### src/rtl/spi_slave_fl_pkg.sv
// Shared SPI flash definitions: opcodes, field widths and slave FSM states.
package spi_slave_fl_pkg;

    localparam int unsigned CMD_W  = 8;
    localparam int unsigned ADDR_W = 24;
    localparam int unsigned DATA_W = 32;
    localparam int unsigned CNT_W  = 6;

    localparam logic [CMD_W-1:0]  OP_READ   = 8'h03;
    localparam logic [CMD_W-1:0]  OP_WRITE  = 8'h02;
    localparam logic [CMD_W-1:0]  OP_RDID   = 8'h9F;
    localparam logic [ADDR_W-1:0] ADDR_STEP = 24'd4;

    typedef enum logic [2:0] {
        IDLE,
        CMD,
        ADDR,
        RDATA,
        WDATA,
        IGNORE
    } state_t;

endpackage

### src/rtl/spi_slave_sync.sv
// Brings sclk/ss/mosi into the clk domain and flags sclk leading/trailing edges and ss edges.
module spi_slave_sync #(
    parameter bit CPOL = 1'b1
) (
    input  logic clk,
    input  logic rst,
    input  logic sclk,
    input  logic ss,
    input  logic mosi,
    output logic lead_c,
    output logic trail_c,
    output logic ss_fall_c,
    output logic ss_rise_c,
    output logic mosi_s
);

    logic [2:0] sclk_q;
    logic [2:0] ss_q;
    logic [1:0] mosi_q;
    logic [1:0] flush_cnt;
    logic       armed;

    // armed blocks the false ss fall seen when ss is already low as reset releases
    always_ff @(posedge clk or posedge rst) begin
        if (rst) begin
            sclk_q    <= {3{CPOL}};
            ss_q      <= 3'b111;
            mosi_q    <= 2'b00;
            flush_cnt <= 2'd0;
            armed     <= 1'b0;
        end else begin
            sclk_q <= {sclk_q[1:0], sclk};
            ss_q   <= {ss_q[1:0], ss};
            mosi_q <= {mosi_q[0], mosi};
            if (flush_cnt != 2'd3) begin
                flush_cnt <= flush_cnt + 2'd1;
            end else if (ss_q[2]) begin
                armed <= 1'b1;
            end
        end
    end

    always_comb begin
        lead_c    = (sclk_q[1] != sclk_q[2]) && (sclk_q[1] != CPOL);
        trail_c   = (sclk_q[1] != sclk_q[2]) && (sclk_q[1] == CPOL);
        ss_fall_c = armed && ss_q[2] && !ss_q[1];
        ss_rise_c = !ss_q[2] && ss_q[1];
    end

    assign mosi_s = mosi_q[1];

endmodule

### src/rtl/spi_slave_fl.sv
// SPI flash-style slave: READ/WRITE/READ ID commands bridged onto a simple word backend.
module spi_slave_fl
    import spi_slave_fl_pkg::*;
#(
    parameter bit                CPOL      = 1'b1,
    parameter bit                CPHA      = 1'b1,
    parameter logic [DATA_W-1:0] DEVICE_ID = 32'h00C22016
) (
    input  logic              clk,
    input  logic              rst,
    input  logic              sclk,
    input  logic              ss,
    input  logic              mosi,
    output logic              miso,
    output logic              miso_oe,
    output logic [ADDR_W-1:0] mem_addr,
    output logic [DATA_W-1:0] mem_wdata,
    output logic              mem_wen,
    output logic              mem_ren,
    input  logic [DATA_W-1:0] mem_rdata,
    output logic              busy,
    output logic              frame_done
);

    logic lead_c, trail_c, ss_fall_c, ss_rise_c, mosi_s;
    logic sample_c, shift_c;

    state_t             state, state_nxt;
    logic [CNT_W-1:0]   cnt, cnt_nxt;
    logic [DATA_W-1:0]  sr, sr_nxt;
    logic [CMD_W-1:0]   cmd_byte;
    logic               is_read, is_read_nxt;
    logic               ren_d;
    logic [ADDR_W-1:0]  addr_nxt;
    logic [DATA_W-1:0]  wdata_nxt;
    logic               miso_nxt, oe_nxt, ren_nxt, wen_nxt, busy_nxt, done_nxt;

    spi_slave_sync #(.CPOL(CPOL)) u_sync (
        .clk      (clk),
        .rst      (rst),
        .sclk     (sclk),
        .ss       (ss),
        .mosi     (mosi),
        .lead_c   (lead_c),
        .trail_c  (trail_c),
        .ss_fall_c(ss_fall_c),
        .ss_rise_c(ss_rise_c),
        .mosi_s   (mosi_s)
    );

    assign sample_c = CPHA ? trail_c : lead_c;
    assign shift_c  = CPHA ? lead_c  : trail_c;
    assign cmd_byte = {sr[CMD_W-2:0], mosi_s};

    always_comb begin
        state_nxt   = state;
        cnt_nxt     = cnt;
        sr_nxt      = ren_d ? mem_rdata : sr;
        is_read_nxt = is_read;
        addr_nxt    = mem_addr;
        wdata_nxt   = mem_wdata;
        miso_nxt    = miso;
        oe_nxt      = miso_oe;
        ren_nxt     = 1'b0;
        wen_nxt     = 1'b0;
        done_nxt    = 1'b0;

        // the write strobe goes out with the old address; advance once it has been seen
        if (mem_wen) begin
            addr_nxt = mem_addr + ADDR_STEP;
        end

        if (ss_rise_c) begin
            state_nxt = IDLE;
            miso_nxt  = 1'b0;
            oe_nxt    = 1'b0;
            done_nxt  = 1'b1;
        end else begin
            case (state)
                IDLE: begin
                    if (ss_fall_c) begin
                        state_nxt = CMD;
                        cnt_nxt   = '0;
                    end
                end
                CMD: begin
                    if (sample_c) begin
                        sr_nxt  = {sr[DATA_W-2:0], mosi_s};
                        cnt_nxt = cnt + CNT_W'(1);
                        if (cnt == CNT_W'(CMD_W - 1)) begin
                            cnt_nxt = '0;
                            case (cmd_byte)
                                OP_READ, OP_WRITE: begin
                                    state_nxt   = ADDR;
                                    is_read_nxt = (cmd_byte == OP_READ);
                                end
                                OP_RDID: begin
                                    state_nxt   = RDATA;
                                    is_read_nxt = 1'b0;
                                    sr_nxt      = DEVICE_ID;
                                    // leading-edge sampling needs the MSB on the wire before the first data clock
                                    if (!CPHA) begin
                                        miso_nxt = DEVICE_ID[DATA_W-1];
                                        oe_nxt   = 1'b1;
                                    end
                                end
                                default: state_nxt = IGNORE;
                            endcase
                        end
                    end
                end
                ADDR: begin
                    if (sample_c) begin
                        addr_nxt = {mem_addr[ADDR_W-2:0], mosi_s};
                        cnt_nxt  = cnt + CNT_W'(1);
                        if (cnt == CNT_W'(ADDR_W - 1)) begin
                            cnt_nxt = '0;
                            if (is_read) begin
                                ren_nxt   = 1'b1;
                                state_nxt = RDATA;
                            end else begin
                                state_nxt = WDATA;
                            end
                        end
                    end
                end
                RDATA: begin
                    if (shift_c) begin
                        miso_nxt = sr[DATA_W-1];
                        oe_nxt   = 1'b1;
                        sr_nxt   = {sr[DATA_W-2:0], 1'b0};
                        cnt_nxt  = cnt + CNT_W'(1);
                        if (cnt == CNT_W'(DATA_W - 1)) begin
                            cnt_nxt = '0;
                            if (is_read) begin
                                addr_nxt = mem_addr + ADDR_STEP;
                                ren_nxt  = 1'b1;
                            end
                        end
                    end
                end
                WDATA: begin
                    if (sample_c) begin
                        wdata_nxt = {mem_wdata[DATA_W-2:0], mosi_s};
                        cnt_nxt   = cnt + CNT_W'(1);
                        if (cnt == CNT_W'(DATA_W - 1)) begin
                            cnt_nxt = '0;
                            wen_nxt = 1'b1;
                        end
                    end
                end
                IGNORE: ;
                default: state_nxt = IDLE;
            endcase
        end

        busy_nxt = (state_nxt != IDLE);
    end

    always_ff @(posedge clk or posedge rst) begin
        if (rst) begin
            state      <= IDLE;
            cnt        <= '0;
            sr         <= '0;
            is_read    <= 1'b0;
            ren_d      <= 1'b0;
            mem_addr   <= '0;
            mem_wdata  <= '0;
            miso       <= 1'b0;
            miso_oe    <= 1'b0;
            mem_ren    <= 1'b0;
            mem_wen    <= 1'b0;
            busy       <= 1'b0;
            frame_done <= 1'b0;
        end else begin
            state      <= state_nxt;
            cnt        <= cnt_nxt;
            sr         <= sr_nxt;
            is_read    <= is_read_nxt;
            ren_d      <= mem_ren;
            mem_addr   <= addr_nxt;
            mem_wdata  <= wdata_nxt;
            miso       <= miso_nxt;
            miso_oe    <= oe_nxt;
            mem_ren    <= ren_nxt;
            mem_wen    <= wen_nxt;
            busy       <= busy_nxt;
            frame_done <= done_nxt;
        end
    end

endmodule
### config.mk
export PLATFORM = sky130hd
export DESIGN_NAME = spi_slave_fl
export DESIGN_NICKNAME = d
export VERILOG_FILES = /design/src/rtl/spi_slave_fl_pkg.sv /design/src/rtl/spi_slave_sync.sv /design/src/rtl/spi_slave_fl.sv
export SDC_FILE = /design/constraint.sdc
export NUM_CORES = 1
export LEC_CHECK = 0
export ABC_AREA = 1
export CORE_MARGIN = 5
export CORE_UTILIZATION = 50
export CTS_BUF_LIST = sky130_fd_sc_hd__clkbuf_16
export CTS_CLUSTER_DIAMETER = 120
export DETAILED_ROUTE_END_ITERATION = 8
export PLACE_DENSITY = 0.75
export SLEW_MARGIN = 5
export SYNTH_ARGS = -nofsm -noshare
export SYNTH_HDL_FRONTEND = slang
export SYNTH_SLANG_ARGS = --single-unit
### constraint.sdc
create_clock -name clk -period 4.6 [get_ports clk]
set_input_delay 0.69 -clock clk [delete_from_list [all_inputs] [get_ports clk]]
set_output_delay 0.69 -clock clk [all_outputs]
set_load 0.02 [all_outputs]
==> run metrics, run 1 <==
Mean Syn Cell Area about 7.9 um2; Overflow after GRT 0; number of synthesized flops with an enable pin 0; DR WL/cell 14.3 um; Worst VDD drop around 320 uV; r2r startpoint u_sync.sclk_q[1]$_DFF_PP1_; port buffer count 98; postcts setup bufs 0; gp weighted congestion between 0.9 and 1; max-slew violation count 0; Crit Path Category reg -> reg; initial antenna violation count 0; cts bufs inserted 17; Fin. Hold Viols 0; row count between 40 and 50; fin crit period between 2 and 2.5 ns; max frequency 406 MHz; Hold Path Depth 0; Max Root-Sink Buffers 2; crit path launch type flip-flop; Tcrit/Tclk final a little over half; hpwl dp roughly 11000 um; Post-synth ARST share 100%; Die X about 120 um; hold_sp u_sync.mosi_q[0]$_DFF_PP0_; Pleak between 3 and 4 nW; setup TNS 0 ns; WP data required 4.89 ns; CP max FO 64; antenna viol nets, final 0; Placed Cells around 1.1k; Tot GR Track Use a little over a fifth; final wirelength roughly 15000 um; Post-Synthesis Cells around 800; Initial Utilization between 50% and 60%; flops & latches, synth between 100 and 150; die area 15000 um2; Seq/Total Area, Yosys between 40% and 50%; # DRC 0; Post-Syn Area between 6000 and 7000 um2; die height around 120 um; Worst Reg2Reg Path Length in Cells 4; minimum hold slack between 0.3 and 0.4 ns; CTS Sinks roughly 120; flop2flop setup slack about 2.1 ns; ys flop type dfrtp_1; final cell count without fillers 1082; clk_skew 0.00580 ns; Worst slew margin between 20 and 30%; Netlist cell types between 40 and 50; syn_nets 843; R2R Path End mem_wdata[31]$_DFFE_PP0P_; clock-pin slew on the worst setup and hold paths approximately 0.050 ns; CTS tree yes; CTS Hold Bufs 0; Layout area overhead 27.1%; drt pass-1 iters 5; Root Buffer clkbuf_16; H-tree depth 4; number of global-route vias before repair 5303; Min-Delay Endpoint u_sync.mosi_q[1]$_DFF_PP0_; layout cells sized above 1 under 10%; Setup-failing EPs final 0; Worst-Skew Late Latency between 0.4 and 0.5 ns; total power 3.17 mW; RSZ-0062 raised after global routing no; WP data arrival 2.75 ns; via count about 5.6k; starting DRC count in detailed routing 517; post-CTS sizing 0; Core Box Area around 13000 um2; Inserted Diodes 0; vias per cell about 5.2; Critical Path Sink Type flip-flop; min-delay worst type reg -> reg; Final Cell Area between 8000 and 9000 um2; I/O pin count 99; Max Cap Viol 0; Worst Tran Pin Value about 1.1 ns; pin count of the biggest net entering global routing between 80 and 90; status finished, final reports clean; synth warn 0; first-pass GRT wire length 25500 um; P per Cell Area just under 400 nW/um2; nets@finish 937; placed cell area approximately 7400 um2
worst max-delay path by stage:
stage	to	startpoint	slack, ns
after detailed placement	mem_wdata[31]$_DFFE_PP0P_	u_sync.sclk_q[1]$_DFF_PP1_	2.15
after global placement	mem_wdata[31]$_DFFE_PP0P_	u_sync.sclk_q[1]$_DFF_PP1_	2.21
after floorplan	busy$_DFF_PP0_	rst	0.85
after global routing	mem_wdata[14]$_DFFE_PP0P_	u_sync.sclk_q[1]$_DFF_PP1_	1.94
after CTS	mem_wdata[31]$_DFFE_PP0P_	u_sync.sclk_q[1]$_DFF_PP1_	2.12
final	mem_wdata[31]$_DFFE_PP0P_	u_sync.sclk_q[1]$_DFF_PP1_	2.14
metal layers:
layer	GRT usage [%]	vias to the layer above	share of wire [%]
li1	-	2812	-
met1	29.1	2643	45
met2	33.6	139	49
met3	5.16	21	4.7
met4	7.42	0	1.4
met5	0	-	0
worst max-delay path, cell delays in order, from the launching register on:
cell and delay, ns:
dfstp_2 0.55, nand2_2 0.12, inv_1 0.25, nand3_2 0.82, mux2_2 0.59
layout make-up:
| class | instances | area [um2] |
|---|---|---|
| repair buffers | 103 | 1020 |
| fillers | 1104 | 4450 |
| clock inverters | 15 | 238 |
| flip-flops and latches | 116 | 2910 |
| well taps | 172 | 215 |
| inverters | 89 | 344 |
| multi-input cells | 570 | 2920 |
| clock buffers | 17 | 425 |
synthesized netlist by cell type, drive strengths merged (5+ instances only):
library cell	number	area [um2]
buf	18	139
o211ai	6	45.0
dfstp	6	158
a21oi	25	125
dfrtp	110	2750
nand3	51	273
xor2	6	52.6
mux2i	21	210
nand4	12	81.3
nor2	87	427
o21ai	61	317
o31ai	7	82.6
nor3	5	30.0
inv	89	342
clkbuf	10	37.5
nand2	247	968
o22ai	26	163
per-stage QoR:
stage / worst slack [ns] / util, %
floorplan: 0.848 / -
global placement: 2.21 / 59.2
detailed placement: 2.15 / 59.2
CTS: 2.12 / 64.5
global route: 1.94 / 64.5
finish: 2.14 / 64.5
cells in the final DEF, fill, tap and decap left out, types with 4 or more instances in the layout:
cell type	synthesis	routed
nor2_1	72	72
nand3_1	49	49
inv_1	79	79
xor2_1	6	6
o31ai_2	6	6
nand4_1	11	11
o22ai_1	26	26
inv_2	8	8
nor2_4	7	7
buf_4	3	5
o211ai_1	6	6
mux2i_1	21	21
dfrtp_1	110	110
clkdlybuf4s50_1	0	98
o21ai_0	53	53
nor2_2	6	6
a21oi_1	25	25
nand2_1	242	242
clkbuf_16	0	17
clkinvlp_4	0	5
o21ai_1	5	5
bufinv_16	0	6
dfstp_2	6	6
nor3_1	4	4
flip-flops by register name (all words and copies together) (netlist names), 2 cells and up:
name / cells
cnt: 6
mem_addr: 24
mem_wdata: 32
sr: 32
state: 3
u_sync.flush_cnt: 2
u_sync.mosi_q: 2
u_sync.sclk_q: 3
u_sync.ss_q: 3
kinds of logic after synthesis:
| kind of cell | count (synthesis) | synth area share [%] |
|---|---|---|
| simple gates | 405 | 28.4 |
| compound gates | 130 | 12.1 |
| buf+inv | 117 | 8.16 |
| flops | 116 | 45.9 |
| mux | 23 | 3.67 |
| xor+xnor | 9 | 1.24 |
| fa+ha+maj | 3 | 0.592 |
where the power goes:
group,total (mW),internal (mW),switching (mW)
Combinational,0.408,0.200,0.208
Sequential,1.28,1.18,0.104
Clock,1.48,1.01,0.469
Note: power is estimated with default switching activity, not from simulation.
==> run 2, diff against run 1 <==
Settings changed: CORE_UTILIZATION 50 to 49, PLACE_DENSITY 0.75 to 0.77.
Clock period 4.6 ns to 2.1 ns, I/O delays scaled along.
==> run 2 against run 1 <==
Cell count increased by 0.83%. Routed wire length rose by 4.6%. Via count is 2.6% higher. Clock power grew 95%. Combinational power grew 120%. Global-route usage grew 0.55 points. Sequential cell count is the same.
==> run metrics, run 2 (synthesis gave the netlist of run 1 again) <==
layout cells sized above 1 10.2% (+0.67 points); Critical Path Sink Type flip-flop; Initial Utilization 50.1% (-0.62 points); status finished, final reports clean; post-CTS sizing 0 (unchanged); Core Box Area 12700 um2 (+1.2%); post-layout util 64.0% (-0.51 points); Layout area overhead 27.7%; die height 124 um (+0.93%); CP max FO 8 (-88%); Fin. Hold Viols 0 (unchanged); P per Cell Area 813 nW/um2 (+110%); Worst VDD drop 732 uV (+130%); Max Cap Viol 0 (unchanged); row count 41 (unchanged); min-delay worst type in -> async; Setup-failing EPs final 0 (unchanged); hpwl dp 11000 um (+3.4%); pin count of the biggest net entering global routing 54 (-39%); # DRC 0 (unchanged); setup ws final 0.138 ns (-2.00 ns); max frequency 510 MHz (+25%); nets@finish 946 (+0.96%); r2r startpoint cnt[1]$_DFFE_PP0P_; starting DRC count in detailed routing 608 (+18%); initial antenna violation count 0 (unchanged); number of global-route vias before repair 5521 (+4.1%); Tot GR Track Use 21.9% (+0.55 points); die area 15300 um2 (+1.9%); via count 5763 (+2.6%); most frequent cells in the layout nand2_1, dfrtp_1, clkdlybuf4s50_1; Pleak 3.66 nW (+1.3%); Worst Tran Pin Value 0.490 ns (-0.598 ns); minimum hold slack 0.227 ns (-0.120 ns); postcts setup bufs 0 (unchanged); Root Buffer clkbuf_16; Placed Cells 1059 (+0.86%); Max Root-Sink Buffers 2 (unchanged); largest registers mem_wdata: 32 flops, sr: 32 flops, mem_addr: 24 flops; Overflow after GRT 0 (unchanged); cts bufs inserted 17 (unchanged); WP data arrival 2.27 ns (-0.48 ns); Worst-Skew Late Latency 0.42 ns (about the same); H-tree depth 4 (unchanged); drt pass-1 iters 5 (unchanged); final wirelength 16200 um (+4.6%); Worst slew margin 67.2% (+40 points); Crit Path Category reg -> reg; port buffer count 98 (unchanged); CTS Hold Bufs 0 (unchanged); max-slew violation count 0 (unchanged); WP data required 2.41 ns (-2.48 ns); clock-pin slew on the worst setup and hold paths 0.05 ns (about the same); Final Cell Area 8100 um2 (+0.43%); Inserted Diodes 0 (unchanged); antenna viol nets, final 0 (unchanged); first-pass GRT wire length 26400 um (+3.4%); crit path launch type flip-flop; Tcrit/Tclk final 93.4% (+40 points); CTS tree yes; Die X 124 um (+0.93%); gp weighted congestion 0.966 (+4.8%); vias per cell 5.28 (+1.8%); final cell count without fillers 1091 (+0.83%); DR WL/cell 14.8 um (+3.7%); pre-CTS setup slack 0.151 ns (-2.00 ns); placed cell area 7510 um2 (+1.4%); fin crit period 1.96 ns (-0.500 ns); crit path from cnt[1]$_DFFE_PP0P_; commonest non-fill, non-tap cell in the layout nand2_1; CTS Sinks 116 (unchanged); I/O pin count 99 (unchanged); clk_skew 0.00808 ns (+0.00228 ns)
==> run 2: cell count changes in the layout (fill, tap and decap cells not counted), sizes merged <==
cell,delta
clkinvlp,-2
bufinv,-3
buf,+9
inv,+4
clkinv,+1
==> run 2: power breakdown <==
group	internal, mW	switching [mW]	leakage (nW)
clock	1.83	1.05	0.300
combinational	0.446	0.454	1.87
sequential	2.58	0.227	1.49
==> run 2: cell type report <==
type	instances	area, um2
clock buffers	17	425
clock inverters	15	155
fillers	1089	4570
inverters	89	345
multi-input cells	570	2930
flip-flops and latches	116	2910
well taps	172	215
repair buffers	112	1120
==> run 2: per-stage QoR <==
step	setup TNS, ns	power [mW]
final	0	6.59
after global routing	-0.0126	6.87
after CTS	0	6.61
after detailed placement	0	3.72
after global placement	0	3.68
after floorplan	0	3.46
==> run 2: worst max-delay path, cell delays in order (launching register included) <==
cell and delay (ns):
dfrtp_1 0.36, ha_1 0.17, nand2_1 0.10, nor2_1 0.18, nand4_1 0.22, nand2_1 0.21
nand3_1 0.31, o211ai_1 0.21, nand2_1 0.08
==> run 2: layer usage <==
layer  wire, um  GRT usage (%)  vias up  part of all wire (%)
li1           -              -     2824                     -
met1       6920           28.3     2686                    43
met2       7780           35.8      217                    48
met3       1190           6.31       36                   7.3
met4        269           6.78        0                   1.7
met5          0              0        -                     0
==> run 2: final timing paths <==
kind,to,slack [ns],cells after the start
min in group clk,u_sync.sclk_q[0]$_DFF_PP1_,0.30,1
worst max register to register,mem_addr[9]$_DFF_PP0_,0.14,8
worst min-delay path,mem_addr[9]$_DFF_PP0_,0.23,2
worst max-delay path,mem_addr[9]$_DFF_PP0_,0.14,8
max in group asynchronous,u_sync.ss_q[1]$_DFF_PP1_,1.26,3
worst min register to register,u_sync.mosi_q[1]$_DFF_PP0_,0.35,0
==> run 3, diff against run 2 <==
Settings changed: GPL_ROUTABILITY_DRIVEN from default to 0.
==> results of run 3 <==
The final DEF is identical to that of run 2; final timing and power are the same.
==> patch 1 (config.mk and constraints of run 2) <==
One comparison of `cnt` changes from == to >=.
--- a/src/rtl/spi_slave_fl.sv
+++ b/src/rtl/spi_slave_fl.sv
@@ -130,7 +130,7 @@
                         oe_nxt   = 1'b1;
                         sr_nxt   = {sr[DATA_W-2:0], 1'b0};
                         cnt_nxt  = cnt + CNT_W'(1);
-                        if (cnt == CNT_W'(DATA_W - 1)) begin
+                        if (cnt >= CNT_W'(DATA_W - 1)) begin
                             cnt_nxt = '0;
                             if (is_read) begin
                                 addr_nxt = mem_addr + ADDR_STEP;
Behaviour: no difference found for any inputs over 10 cycles, from zero or initial values and one cycle with rst high; that may be too few to reach the edited logic, so the function may still have changed.
==> patch 1 against run 2 <==
  * Largest cell class unchanged
  * Final area increased by 2.8%
  * Clock power rose by 12%
  * Synthesized cell count rose by 4.9%
  * Combinational power decreased by 37%
  * Total power down 3.2%
  * Setup slack got worse by 0.073 ns
  * Wire length increased by 3.4%
  * Count of clock-buffer cells in the layout did not move
  * Clock skew fell by 0.00091 ns
  * Synthesized area is 0.37% higher
  * Sequential power decreased by 7.8%
  * Non-clock buffer count grew 11
  * Sequential cell count is the same
==> patch 1: results (changes against run 2) <==
[global_route]
gr-usage-all-layers=0.224  ; +0.00510
grt_pass1_vias=5691  ; +3.1%
grt_max_degree=83  ; +54%

[setup_path]
cp_slowest_cell=clkdlybuf4s50_1
cp-endpoint=mem_wen
worst_r2r_endpoint=sr[18]
worstPathMaxFanout=11  ; +3
reg2reg_slack_ns=0.21  ; +0.07 ns
reg2reg_depth=9  ; +1
r2r-start=cnt[0]
crit_arrival_ns=1.72  ; -0.55 ns
path_delay_family=buffers and inverters
cp-startpoint=mem_wen

[layout]
n_fill_cell=1055  ; -3.1%
design.seq.count=116  ; unchanged
final_util=0.658  ; +0.0180
fin_nets=993  ; +5.0%
clkCellAreaFrac=0.0784  ; +0.00675
multi_input_cells=602  ; +5.6%
n_all_buffers=123  ; +9.8%
buf_share=0.148  ; +0.00913
seq_share=0.349  ; -0.00982
layout-drive-gt1-share=0.0880  ; -0.0143
multi_input_area_share=0.356  ; -0.00537

[cts]
clock_latency_ns=0.42  ; about the same
post_cts_resized=0  ; unchanged

[synthesis]
synthAdderAreaFrac=0.00589  ; -0.0000221
yosysSeqAreaShare=0.457  ; -0.00171
synth.distinct_cells=41  ; -11%
yosys-top-cells-area=dfrtp_1 (43%), nand2_1 (14%), nand3_1 (6.7%)
synth_compound_area_frac=0.115  ; -0.00576
syn_nets=882  ; +4.6%
synth.mux.area_fraction=0.0509  ; +0.0142
synth.avg_cell_area_um2=7.57  ; -4.3%
synthTopCellsByCount=nand2_1 (235), dfrtp_1 (110), inv_1 (90)
synth-xor-area-share=0.0137  ; +0.00133

[pwr]
irDropWorstVdd_mv=0.549  ; -25%
leakagePower_uw=0.00380  ; +3.9%

[placement]
dp.cells=1106  ; +4.4%
place_ws_ns=0.222  ; +0.0707 ns
dp_hpwl_um=11600  ; +5.5%
placed_cell_area_um2=7670  ; +2.1%
gp_congestion=0.928  ; -4.0%

[routing]
vias=6014  ; +4.4%
viasPerCell=5.28  ; about the same
wirelength_um=16700  ; +3.4%

[hold_path]
min_path_cells=1
hold_start=sclk
hold_path.class=in -> reg

[sta]
hold_slack_ns=0.295  ; +0.0680 ns
max_freq_mhz=491  ; -3.6%

[status]
outcome=finished clean

patch 1: changes by cell type after synthesis, moves of 5 or more:
cell,before,now
nand3_1,49,85
o21ai_0,53,84
o22ai_1,26,8
inv_1,79,90
mux2i_1,21,29
nand2_1,242,235
inv_2,8,2
o31ai_2,6,0
nand4_1,11,6
nor2_4,7,2
patch 1: report_power, final:
group	internal [uW]	switching, uW
sequential	2450	138
clock	2110	1110
combinational	250	318
patch 1: cell families (layout without fill, tap and decap cells):
family	count (synthesis)	after routing
DFF	116	116
muxes	32	32
buffers and inverters	124	248
adders and majority gates	3	3
AOI/OAI and AO/OA	136	136
and+or+nand+nor	421	421
xor gates and xnor gates	10	10
patch 1: per-layer routing:
metal | share of wire | up-vias | track usage
met1 | 0.43 | 2824 | 0.282
li1 | - | 2955 | -
met2 | 0.49 | 208 | 0.375
met3 | 0.064 | 27 | 0.0550
met5 | 0 | - | 0
met4 | 0.021 | 0 | 0.0842
==> patch 2 (config.mk and constraints of run 2) <==
Made on the original files. The package constant `ADDR_W` goes from 24 to 32.
--- a/src/rtl/spi_slave_fl_pkg.sv
+++ b/src/rtl/spi_slave_fl_pkg.sv
@@ -2,7 +2,7 @@
 package spi_slave_fl_pkg;
 
     localparam int unsigned CMD_W  = 8;
-    localparam int unsigned ADDR_W = 24;
+    localparam int unsigned ADDR_W = 32;
     localparam int unsigned DATA_W = 32;
     localparam int unsigned CNT_W  = 6;
 
Ports: changed (resized mem_addr); port bits go from 99 to 107. The function was not compared with the original's and may differ.
==> patch 2 against run 2 <==
  * Sequential cell count increased by 8
  * Wire length is 37% higher
  * Setup slack lost 0.048 ns
  * Critical endpoint is now mem_addr[4]
  * Final area rose by 19%
  * Non-clock buffer count up 28
  * Largest cell class unchanged
  * Clock power increased by 11%
  * Synthesized area grew 20%
  * Total power is 6.7% higher
==> patch 2: results (changes against run 2) <==
[setup_path]
crit_arrival_ns=1.69  ; -0.58 ns
worst_r2r_endpoint=mem_addr[4]
reg2reg_slack_ns=0.15
r2r-start=cnt[0]
cp_slowest_cell=clkdlybuf4s50_1
path_delay_family=buffers and inverters
slowest_delay_ns=0.69  ; +0.33 ns
reg2reg_depth=13  ; +5

[placement]
dp.cells=1376  ; +30%
place_ws_ns=0.199  ; +0.0484 ns
dp_hpwl_um=15100  ; +38%
gp_congestion=0.980  ; +1.5%
io_buffers=106  ; +8.2%

[synthesis]
synth.distinct_cells=44  ; -4.3%
async_flop_share=1.00  ; unchanged
synth.avg_cell_area_um2=6.94  ; -12%
yosysSeqAreaShare=0.410  ; -0.0490
synthTopCellsByCount=nand2_1 (372), nor2_1 (124), dfrtp_1 (118)
syn_nets=1134  ; +35%
yosys-top-cells-area=dfrtp_1 (39%), nand2_1 (18%), nor2_1 (6.1%)

[routing]
wirelength_um=22100  ; +37%
viasPerCell=5.48  ; +3.7%
wire_per_inst_um=15.7  ; +5.9%
dr.first_iter.drc_count=631  ; +3.8%
drt_pass1_iterations=5  ; unchanged
antenna_left=0  ; unchanged

[cts]
clock_latency_ns=0.41

[global_route]
grt_max_degree=65  ; +20%
antenna_found_initial=0  ; unchanged
grt_pass1_vias=7655  ; +39%
grt_pass1_wl_um=36800  ; +40%
gr-usage-all-layers=0.252  ; +0.0322

[layout]
layout-drive-gt1-share=0.108  ; +0.00591
fin_nets=1247  ; +32%
reg_top3=mem_addr: 32 flops, mem_wdata: 32 flops, sr: 32 flops

[pwr]
irDropWorstVdd_mv=0.592  ; -19%
leakagePower_uw=0.00455  ; +24%

[status]
outcome=finished clean

[sta]
max_slew.worst_pin.slew_ns=0.550  ; +0.0596 ns
hold_slack_ns=0.320  ; +0.0932 ns
skew_ns=0.00579  ; -0.00229 ns

[hold_path]
min_to=u_sync.ss_q[0]
hold_path.class=in -> reg
hold_start=ss
min_path_cells=1

-- patch 2: kinds of logic after synthesis --
kind of cell | Yosys count | share of synthesized area
fa+ha+maj | 3 | 0.00494
mux | 11 | 0.0153
flops | 124 | 0.410
buf+inv | 148 | 0.0784
compound gates | 185 | 0.142
xor+xnor | 8 | 0.0102
simple gates | 615 | 0.340
-- patch 2: cell type report --
cell class,instances,area (um2)
clock buffer,17,425
multi-input combinational,822,3900
sequential,124,3110
timing repair buffer,140,1350
fill,1334,5580
tap,188,235
clock inverter,15,209
inverter,102,389
-- patch 2: worst max-delay path by stage --
stage | startpoint | end | slack [ns] | cells after the start
after floorplan | mem_addr[2] | mem_addr[14] | 0.24 | 11
after global routing | cnt[0] | mem_addr[4] | -0.004 | 13
after global placement | mem_addr[10] | mem_addr[28] | 0.25 | 11
after CTS | mem_addr[4] | mem_addr[4] | 0.08 | 1
after detailed placement | cnt[1] | mem_addr[13] | 0.20 | 13
final | mem_addr[4] | mem_addr[4] | 0.09 | 1
-- patch 2: where the power goes --
group	switching (uW)	internal, uW	total (uW)
Combinational	486	396	882
Clock	1190	2010	3200
Sequential	208	2740	2950
Total	1880	5150	7030
-- patch 2: layer usage --
layer / track usage / part of all wire / up-vias
li1: - / - / 3771
met1: 0.307 / 0.42 / 3555
met2: 0.421 / 0.47 / 321
met3: 0.0674 / 0.077 / 64
met4: 0.107 / 0.032 / 0
met5: 0 / 0 / -
-- patch 2: stage by stage --
| stage | power, uW | area (um2) |
|---|---|---|
| after floorplan | 3560 | 7600 |
| after global placement | 3800 | 8980 |
| after detailed placement | 3850 | 8980 |
| after CTS | 7060 | 9610 |
| after global routing | 7360 | 9620 |
| final | 7030 | 9620 |
